<file path="config.mk">
export PLATFORM = sky130hd
export DESIGN_NAME = sram_bist
export DESIGN_NICKNAME = d
export VERILOG_FILES = /design/src/rtl/sram_bist.sv
export SDC_FILE = /design/constraint.sdc
export NUM_CORES = 1
export LEC_CHECK = 0
export CAP_MARGIN = 20
export CORE_MARGIN = 5
export CORE_UTILIZATION = 65
export CTS_BUF_LIST = sky130_fd_sc_hd__clkbuf_8
export DETAILED_ROUTE_END_ITERATION = 7
export DONT_BUFFER_PORTS = 1
export PLACE_DENSITY = 0.84
export SLEW_MARGIN = 25
export SYNTH_ARGS = -nofsm -noshare
export SYNTH_HDL_FRONTEND = slang
export SYNTH_SLANG_ARGS = --single-unit
</file>
<file path="constraint.sdc">
create_clock -name clk -period 2.8 [get_ports clk]
set_input_delay 0.56 -clock clk [delete_from_list [all_inputs] [get_ports clk]]
set_output_delay 0.56 -clock clk [all_outputs]
set_load 0.02 [all_outputs]
</file>
<file path="src/rtl/sram_bist.sv">
// sram_bist: write/readback BIST that sweeps an SRAM controller with an addr^SEED pattern
module sram_bist #(
    parameter logic [14:0] ADDR_LAST = 15'h7FFF,
    parameter logic [7:0]  SEED      = 8'hA5,
    parameter int          TXN_WAIT  = 8
) (
    input  logic        clk,
    input  logic        rst,
    input  logic        start,
    output logic        sram_wreq,
    output logic [14:0] sram_waddr,
    output logic [7:0]  sram_wdata,
    output logic        sram_rreq,
    output logic [14:0] sram_raddr,
    input  logic [7:0]  sram_rdata,
    output logic        busy,
    output logic        done,
    output logic        pass,
    output logic [15:0] err_cnt,
    output logic [14:0] first_err_addr
);
    typedef enum logic [2:0] {IDLE, WREQ, WWAIT, RREQ, RWAIT, CHECK, DONE} state_t;
    state_t state, state_nx;
    logic [14:0] addr, addr_nx;
    logic [3:0]  wcnt, wcnt_nx;
    logic [15:0] err_nx;
    logic        last, wdone, mis;
    assign last      = addr == ADDR_LAST;
    assign wdone     = wcnt == 4'(TXN_WAIT - 1);
    assign mis       = sram_rdata != (addr[7:0] ^ SEED);
    assign err_nx    = (mis && err_cnt != 16'hFFFF) ? err_cnt + 16'd1 : err_cnt;
    assign sram_wreq = state == WREQ;
    assign sram_rreq = state == RREQ;
    assign busy      = state != IDLE;
    assign done      = state == DONE;
    always_ff @(posedge clk) begin
        if (rst) state <= IDLE;
        else     state <= state_nx;
    end
    always_comb begin
        state_nx = state;
        addr_nx  = addr;
        wcnt_nx  = wcnt;
        case (state)
            IDLE: begin
                state_nx = start ? WREQ : IDLE;
                addr_nx  = start ? 15'd0 : addr;
            end
            WREQ: begin
                state_nx = WWAIT;
                wcnt_nx  = 4'd0;
            end
            WWAIT: begin
                wcnt_nx  = wcnt + 4'd1;
                state_nx = !wdone ? WWAIT : last ? RREQ : WREQ;
                addr_nx  = !wdone ? addr : last ? 15'd0 : addr + 15'd1;
            end
            RREQ: begin
                state_nx = RWAIT;
                wcnt_nx  = 4'd0;
            end
            RWAIT: begin
                wcnt_nx  = wcnt + 4'd1;
                state_nx = wdone ? CHECK : RWAIT;
            end
            CHECK: begin
                state_nx = last ? DONE : RREQ;
                addr_nx  = last ? addr : addr + 15'd1;
            end
            DONE:    state_nx = IDLE;
            default: state_nx = IDLE;
        endcase
    end
    // request buses are loaded on entry so they hold steady for the whole transaction
    always_ff @(posedge clk) begin
        if (rst) begin
            addr           <= '0;
            wcnt           <= '0;
            sram_waddr     <= '0;
            sram_wdata     <= '0;
            sram_raddr     <= '0;
            err_cnt        <= '0;
            first_err_addr <= '0;
            pass           <= 1'b0;
        end else begin
            addr <= addr_nx;
            wcnt <= wcnt_nx;
            if (state_nx == WREQ) begin
                sram_waddr <= addr_nx;
                sram_wdata <= addr_nx[7:0] ^ SEED;
            end
            if (state_nx == RREQ) sram_raddr <= addr_nx;
            if (state == IDLE && start) begin
                err_cnt        <= '0;
                first_err_addr <= '0;
                pass           <= 1'b0;
            end
            if (state == CHECK) begin
                err_cnt <= err_nx;
                if (mis && err_cnt == 16'd0) first_err_addr <= addr;
                if (last) pass <= err_nx == 16'd0;
            end
        end
    end
endmodule

</file>
Word-level counts from Yosys, hierarchy flattened
Index checks and enable logic that the tools add are counted.

Flip-flop bits (word level): 92. Input bits: 11. Output and inout port bits: 74. Word-level logic and storage cells: 58.

$add $sub $neg: 3. Equality and inequality tests: 12. Mux-type cells: 21. Bitwise operators: 2. Reductions and logical operators: 11.

Operators with widths (number): $mux 15 (7); $mux 16 (3); $pmux 15 s3 (1); $logic_not 16->1 (2); $pmux 3 s6 (1); $add 16x1->16 const B (1); $ne 16x16->1 const B (1); $add 15x1->15 const B (1); $eq 15x15->1 const B (1); $eq 3x2->1 const B (3); $eq 3x3->1 const B (3); $ne 8x8->1 (1); $not 4->4 (2); $pmux 4 s2 (1); $eq 3x1->1 const B (2); $mux 1 (5); $add 4x1->4 const B (1); $eq 4x3->1 const B (1); $mux 2 (2); $reduce_bool 2->1 (2); $reduce_or 2->1 (2); $logic_and 1x1->1 (3); $logic_not 3->1 (1); $mux 3 (1); $reduce_bool 3->1 (1).

Depth between registers and ports, before layout
Gate-level depths: netlist of the first run.

Depth in word-level cells: 7. Depth in mapped cells: 12. Gate-level depth less buffers: 10.

Worst setup path before layout of the first run
OpenSTA, ideal clock, no wires.

Path type: register to register. Start: register err_cnt[1]. End: register pass. Library setup time: 0.069 ns. Data arrival time: 2.368 ns. Required time: 2.731 ns. Path slack: 0.364 ns. Stages on the path, launching flop included: 10. Path buffers: 1. Clock period less this slack: 2.436 ns. Cell sequence: dfxtp_1 -> ha_1 -> nand4_1 -> nor4_4 -> a22oi_2 -> buf_6 -> o21ai_0 -> a21oi_1 -> or4_1 -> o21ai_1.

Word-level cells in the longest chain between the ends: 6. Elaborated cells on any way between the ends: 7. Those cells by class: add/sub (1); eq/ne (1); mux (3); reduce/logical (2).

RTL lines: start, declared (RTL line 19) `output logic [15:0] err_cnt,`; start signal, assigned (RTL line 99) `err_cnt <= err_nx;`; parallel branches: the longest is 2 deep, another holds $add 16x1->16; $mux 16 * (RTL line 31) `assign err_nx = (mis && err_cnt != 16'hFFFF) ? err_cnt + 16'd1 : err_cnt;`; $logic_not 16->1 * (RTL line 101) `if (last) pass <= err_nx == 16'd0;`; $mux 1 * (RTL line 101); $mux 1 * (RTL line 98) `if (state == CHECK) begin`; end signal, assigned (RTL line 84) `pass <= 1'b0;`; end signal, assigned (RTL line 96) `pass <= 1'b0;`; end signal, assigned (RTL line 101); end, declared (RTL line 18) `output logic pass,`.

Mark *: on every way between the ends. A chain may end at the register's enable or synchronous reset.

Worst setup path after layout of the first run
Start: register err_cnt[4]. End: register pass.

Same word-level chain as after synthesis.

==> impl_metrics.toml, run 1 <==
[timing]
slew_viol_final = 0
setup_viol = 0
skew_ps = 11.72
max_freq_mhz = 389.8
rsz0062_at_grt = "no"
finalHoldViolCount = 0
tightest_slew_ps = 819.4
fin_crit_ps = 2565
finalCritPeriodShare_pct = 91.62
slew_headroom_pct = 45.07
finalSetupTns_ps = 0

[critical_path]
crit_slowest_cell = "dfxtp_1"
worstPathRequired_ps = 3090
r2r_end = "pass"
worstPathCellList = "nand4_1 > or2_2 > a2111oi_0 > o22ai_1 > or4_1 > o21ai_1"
r2r_cells = 6
crit_type = "register to register"
worstSetupStartpoint = "err_cnt[4]"
startpoint_type = "register"
r2r_start = "err_cnt[4]"
r2r_slack_ps = 230
cp-end-kind = "register"
worstSetupEndpoint = "pass"
slowest_delay_ps = 640
worstPathArrival_ps = 2850
cp_max_fo = 9

[floorplanning]
dieArea_um2 = 8772
io_pins = 85
start_util_pct = 66.96
core-area_um2 = 6794
die_y_um = 93.66
die_w_um = 93.66
core.rowCount = 30

[detailed_routing]
wirelength_um = 11940
vias = 4291
via_per_inst = 6.433
drtIter0Drc = 406
firstDrtPassIters = 5
routedWlPerCell_um = 17.91
drtAntennaViolNets = 0
drc = 0

[finish]
finalNonFillerCells = 667
diodes = 0
fillers = 550
final_area_um2 = 4846
regArea_um2 = 1762
layout-drive-gt1-share_pct = 11.38
fin_util_pct = 71.33
nets = 582
multi_input_area_um2 = 2459
syn_to_final_growth_pct = 6.518

[yosys]
ys_types = 69
synth.most_common_cell = "dfxtp_1"
synthArstFlopShare_pct = 0
netlist.area_leader.share_pct = 38.72
ys_ff_latch = 88
synth_area_leader_cell = "dfxtp_1"
synthTopCellsByCount = "88 x dfxtp_1, 67 x a21oi_1, 64 x nand2_1, 63 x nor2_1, 34 x nand3_1"
synth_edf_count = 0
synth-warning-count = 0
ys_seq_area_share_pct = 38.72
syn_avg_cell_area_um2 = 7.940
synth_nets = 589
syn_area_um2 = 4549
synthCells = 573
synth_ff_type = "dfxtp_1"
synthTopCellsByArea = "dfxtp_1 39%, a21oi_1 7.4%, nand2_1 5.3%"

[grt]
grt_max_degree = 80
track_usage_pct = 27.33
antenna_found_initial = 0
first_global_vias = 3946
grt_overflow = 0
grt_pass1_wl_um = 19260

[clock_tree]
numClockSinks = 88
insertion_delay_ps = 360
h-tree-depth = 3
postCtsSetupRepairBufs = 0
clkTransAtPathRegs_ps = 90
cts_buffer_depth = 2
cts_made_buffers = 9
root_buffer = "clkbuf_8"
hold_buffers = 0
cts_tree = "yes"
cts_resized = 0

[placement]
place_inst = 651
dp_hpwl_um = 8529
io_buffers = 0
dpl_cell_area_um2 = 4641
place.gp.congestion = 0.9363

[run_status]
status = "complete, no violations"

[pwr]
p_per_area_nw_per_um2 = 491.1
p_leak_nw = 1.737
vdd_drop_max_mv = 0.3454

[hold_path]
holdCritPathClass = "input pin to register"

[run]
drv_cap = 0
-- logic make-up after synthesis --
| group | after synthesis | synth area share (%) |
|---|---|---|
| compound gates | 157 | 21.67 |
| xor+xnor | 21 | 4.043 |
| fa+ha+maj | 5 | 1.375 |
| buf+inv | 62 | 7.233 |
| flops | 88 | 38.72 |
| mux | 4 | 0.8801 |
| simple gates | 236 | 26.07 |
-- per-layer routing --
layer / track usage, % / part of all wire (%) / vias up / wire length, um
met5: 0 / 0 / - / 0
met4: 11.07 / 2.7 / 0 / 325
met3: 7.292 / 11 / 39 / 1296
met2: 42.05 / 45 / 222 / 5426
met1: 36.42 / 41 / 1998 / 4897
li1: - / - / 2032 / -
-- registers in the layout (all words and copies together), names as in the netlist --
name and count:
sram_waddr 15, wcnt 4, err_cnt 16, pass 1, sram_raddr 15, sram_wdata 4
state 3, first_err_addr 15, addr 15
-- stage by stage --
| stage | power (mW) | hold slack (ps) | setup slack (ps) |
|---|---|---|---|
| 6_report | 2.380 | 256.2 | 234.7 |
| 5_1_grt | 2.461 | 250.9 | 50.07 |
| 4_1_cts | 2.388 | 261.1 | 256.8 |
| 3_5_place_dp | 1.502 | 509.2 | 342.7 |
| 3_3_place_gp | 1.498 | 495.9 | 358.3 |
| 2_1_floorplan | 1.496 | 457.4 | 363.7 |
-- worst max-delay path, delay by kind of cell, from the launching register on --
kind	cells	cell delay, ps
AND/OR/NAND/NOR	3	1130
AO/OA/AOI/OAI	3	730
flip-flops	1	640
-- area by class of cell --
cell class | count | area share, %
multi-input combinational | 423 | 50.74
sequential | 88 | 36.35
timing repair buffer | 36 | 5.577
clock buffer | 10 | 2.840
tap | 96 | 2.479
clock inverter | 6 | 1.394
inverter | 8 | 0.6197
-- report_power, final --
part           switching (mW)  leakage [nW]  internal, mW  total [mW]
Combinational          0.0925         0.921        0.0516       0.144
Sequential             0.0558         0.712          1.27        1.33
Clock                   0.465         0.104         0.440       0.905
-- worst min-delay path by stage --
stage | from | to | cells past startpoint
2_1_floorplan | addr[14] | first_err_addr[14] | 2
3_3_place_gp | addr[14] | first_err_addr[14] | 2
3_5_place_dp | addr[14] | first_err_addr[14] | 2
4_1_cts | rst | err_cnt[2] | 1
5_1_grt | rst | first_err_addr[7] | 1
6_report | rst | err_cnt[2] | 1
-- cells in the final DEF (no fill, tap or decap), types with 10 or more instances in the layout --
cell type / synthesis / layout
a211oi_1: 12 / 12
a21oi_1: 67 / 67
buf_4: 6 / 36
clkbuf_8: 1 / 10
dfxtp_1: 88 / 88
nand2_1: 64 / 64
nand3_1: 34 / 34
nand4_1: 12 / 12
nor2_1: 63 / 63
nor3_1: 11 / 11
o21ai_0: 22 / 22
xnor2_1: 13 / 13
(Power assumes the default switching activity.)
==> run 2, diff against run 1 <==
--- a/config.mk
+++ b/config.mk
@@ -11,6 +11,7 @@
 export CTS_BUF_LIST = sky130_fd_sc_hd__clkbuf_8
 export DETAILED_ROUTE_END_ITERATION = 7
 export DONT_BUFFER_PORTS = 1
+export GPL_TIMING_DRIVEN = 0
 export PLACE_DENSITY = 0.84
 export SLEW_MARGIN = 25
 export SYNTH_ARGS = -nofsm -noshare
==> run 2 against run 1 <==
Against the previous run:
- clock-buffer cell count decreased by 1
- via count up 3.0%
- critical path depth increased by 1
- register-to-register slack got worse by 170 ps
- fmax down 6.1%
- sequential cell count unchanged
- setup slack worse by 170 ps
- core utilization rose by 1.1 points
- critical endpoint unchanged
- largest cell class unchanged
- highest routed layer unchanged
==> impl_metrics.toml, run 2 (synthesis results as in run 1) <==
[timing]
rsz0062_at_grt = "no"
skew_ps = 14.72
slew_viol_final = 0
setup_viol = 0
slew_headroom_pct = 47.59
max_freq_mhz = 366.0
holdWs_ps = 508.1
finalHoldViolCount = 0
fin_crit_ps = 2732
finalCritPeriodShare_pct = 97.59
finalSetupTns_ps = 0
tightest_slew_ps = 780.9
worst_slack_ps = 67.56

[clock_tree]
root_buffer = "clkbuf_8"
cts_made_buffers = 9
clkTransAtPathRegs_ps = 90
cts_buffer_depth = 2
cts_tree = "yes"
h-tree-depth = 3
insertion_delay_ps = 370
numClockSinks = 88

[placement]
io_buffers = 0
place_inst = 669
dp_hpwl_um = 9416
post-place-ws_ps = -95.57
place.gp.congestion = 0.9560
dpl_cell_area_um2 = 4669

[floorplanning]
core-area_um2 = 6794
dieArea_um2 = 8772
die_w_um = 93.66
start_util_pct = 66.96
die_y_um = 93.66
core.rowCount = 30
io_pins = 85

[critical_path]
worstSetupStartpoint = "err_cnt[1]"
r2r_start = "err_cnt[1]"
startpoint_type = "register"
crit_type = "register to register"
cp-end-kind = "register"
r2r_slack_ps = 70
worstPathRequired_ps = 3100
worstPathArrival_ps = 3030
cp_max_fo = 8
r2r_end = "pass"
worstSetupEndpoint = "pass"
r2r_cells = 7

[finish]
final_common_cell = "dfxtp_1"
mostFrequentLayoutCells = "84 x dfxtp_1, 66 x a21oi_1, 63 x nand2_1, 63 x nor2_1, 34 x nand3_1"
layout-drive-gt1-share_pct = 11.71
regMostFlops = "err_cnt"
fin_util_pct = 72.47
nets = 601
diodes = 0
largest_reg_flops = 16
finalNonFillerCells = 685
syn_to_final_growth_pct = 8.223
final_area_um2 = 4923

[detailed_routing]
drc = 0
via_per_inst = 6.450
vias = 4418
drtIter0Drc = 388
routedWlPerCell_um = 19.08
wirelength_um = 13070
drtAntennaViolNets = 0
firstDrtPassIters = 5

[run_status]
status = "complete, no violations"

[pwr]
vdd_drop_max_mv = 0.3603
p_per_area_nw_per_um2 = 506.8
p_leak_nw = 1.737
power_mw = 2.495

[grt]
grt_pass1_wl_um = 20890
first_global_vias = 4083
grt_max_degree = 16
antenna_found_initial = 0
grt_overflow = 0
track_usage_pct = 30.15

[run]
drv_cap = 0

[hold_path]
holdCritPathClass = "register to register"
==> run 2: cell types whose count changed in the layout (fill, tap and decap cells not counted), sizes merged <==
cell      previous run  this run
buf                 36        29
clkinvlp             1         0
clkbuf              10        35
bufinv               1         2
==> run 2: how the worst min path moves through the flow <==
stage                   from            endpoint  slack [ps]  cells past startpoint
detailed placement  addr[14]  first_err_addr[14]         500                      2
global placement    addr[14]  first_err_addr[14]         500                      2
global route        addr[14]  first_err_addr[14]         560                      2
floorplan           addr[14]  first_err_addr[14]         460                      2
CTS                 addr[14]  first_err_addr[14]         510                      2
finish              addr[14]  first_err_addr[14]         510                      2
==> run 2: critical path, cell delays in order, from the launching register on <==
cell and delay [ps]:
dfxtp_4 450, ha_2 270, nand4_1 230, or2_2 390, a2111oi_0 570, o22ai_1 130
or4_1 460, o21ai_1 170
==> run 2: routing by layer <==
layer  routed length, um  up-vias  global-route usage, %
li1                    -     2075                      -
met1                5354     2059                  39.02
met2                6120      253                  49.32
met3                1361       31                  8.093
met4                 235        0                  9.025
met5                   0        -                      0
==> run 2: repair_timing <==
action	CTS	global route
pin swaps	0	1
hold buffers	0	0
gates resized for setup	3	11
endpoints found under the setup margin	10	20
buffers inserted	0	1
==> run 2: final cells by class <==
cell class | count | area, um2
clock inverters | 6 | 91.34
multi-input cells | 423 | 2481
fillers | 534 | 1871
inverters | 8 | 30.03
repair buffers | 1 | 7.507
clock buffers | 9 | 123.9
flip-flops and latches | 88 | 1769
plain buffers | 54 | 300.3
well taps | 96 | 120.1
==> run 2: power by group <==
part	internal [mW]	total [mW]	switching, mW	leakage (nW)
combinational	0.0647	0.202	0.137	0.912
clock	0.504	0.975	0.470	0.110
sequential	1.27	1.32	0.0444	0.714
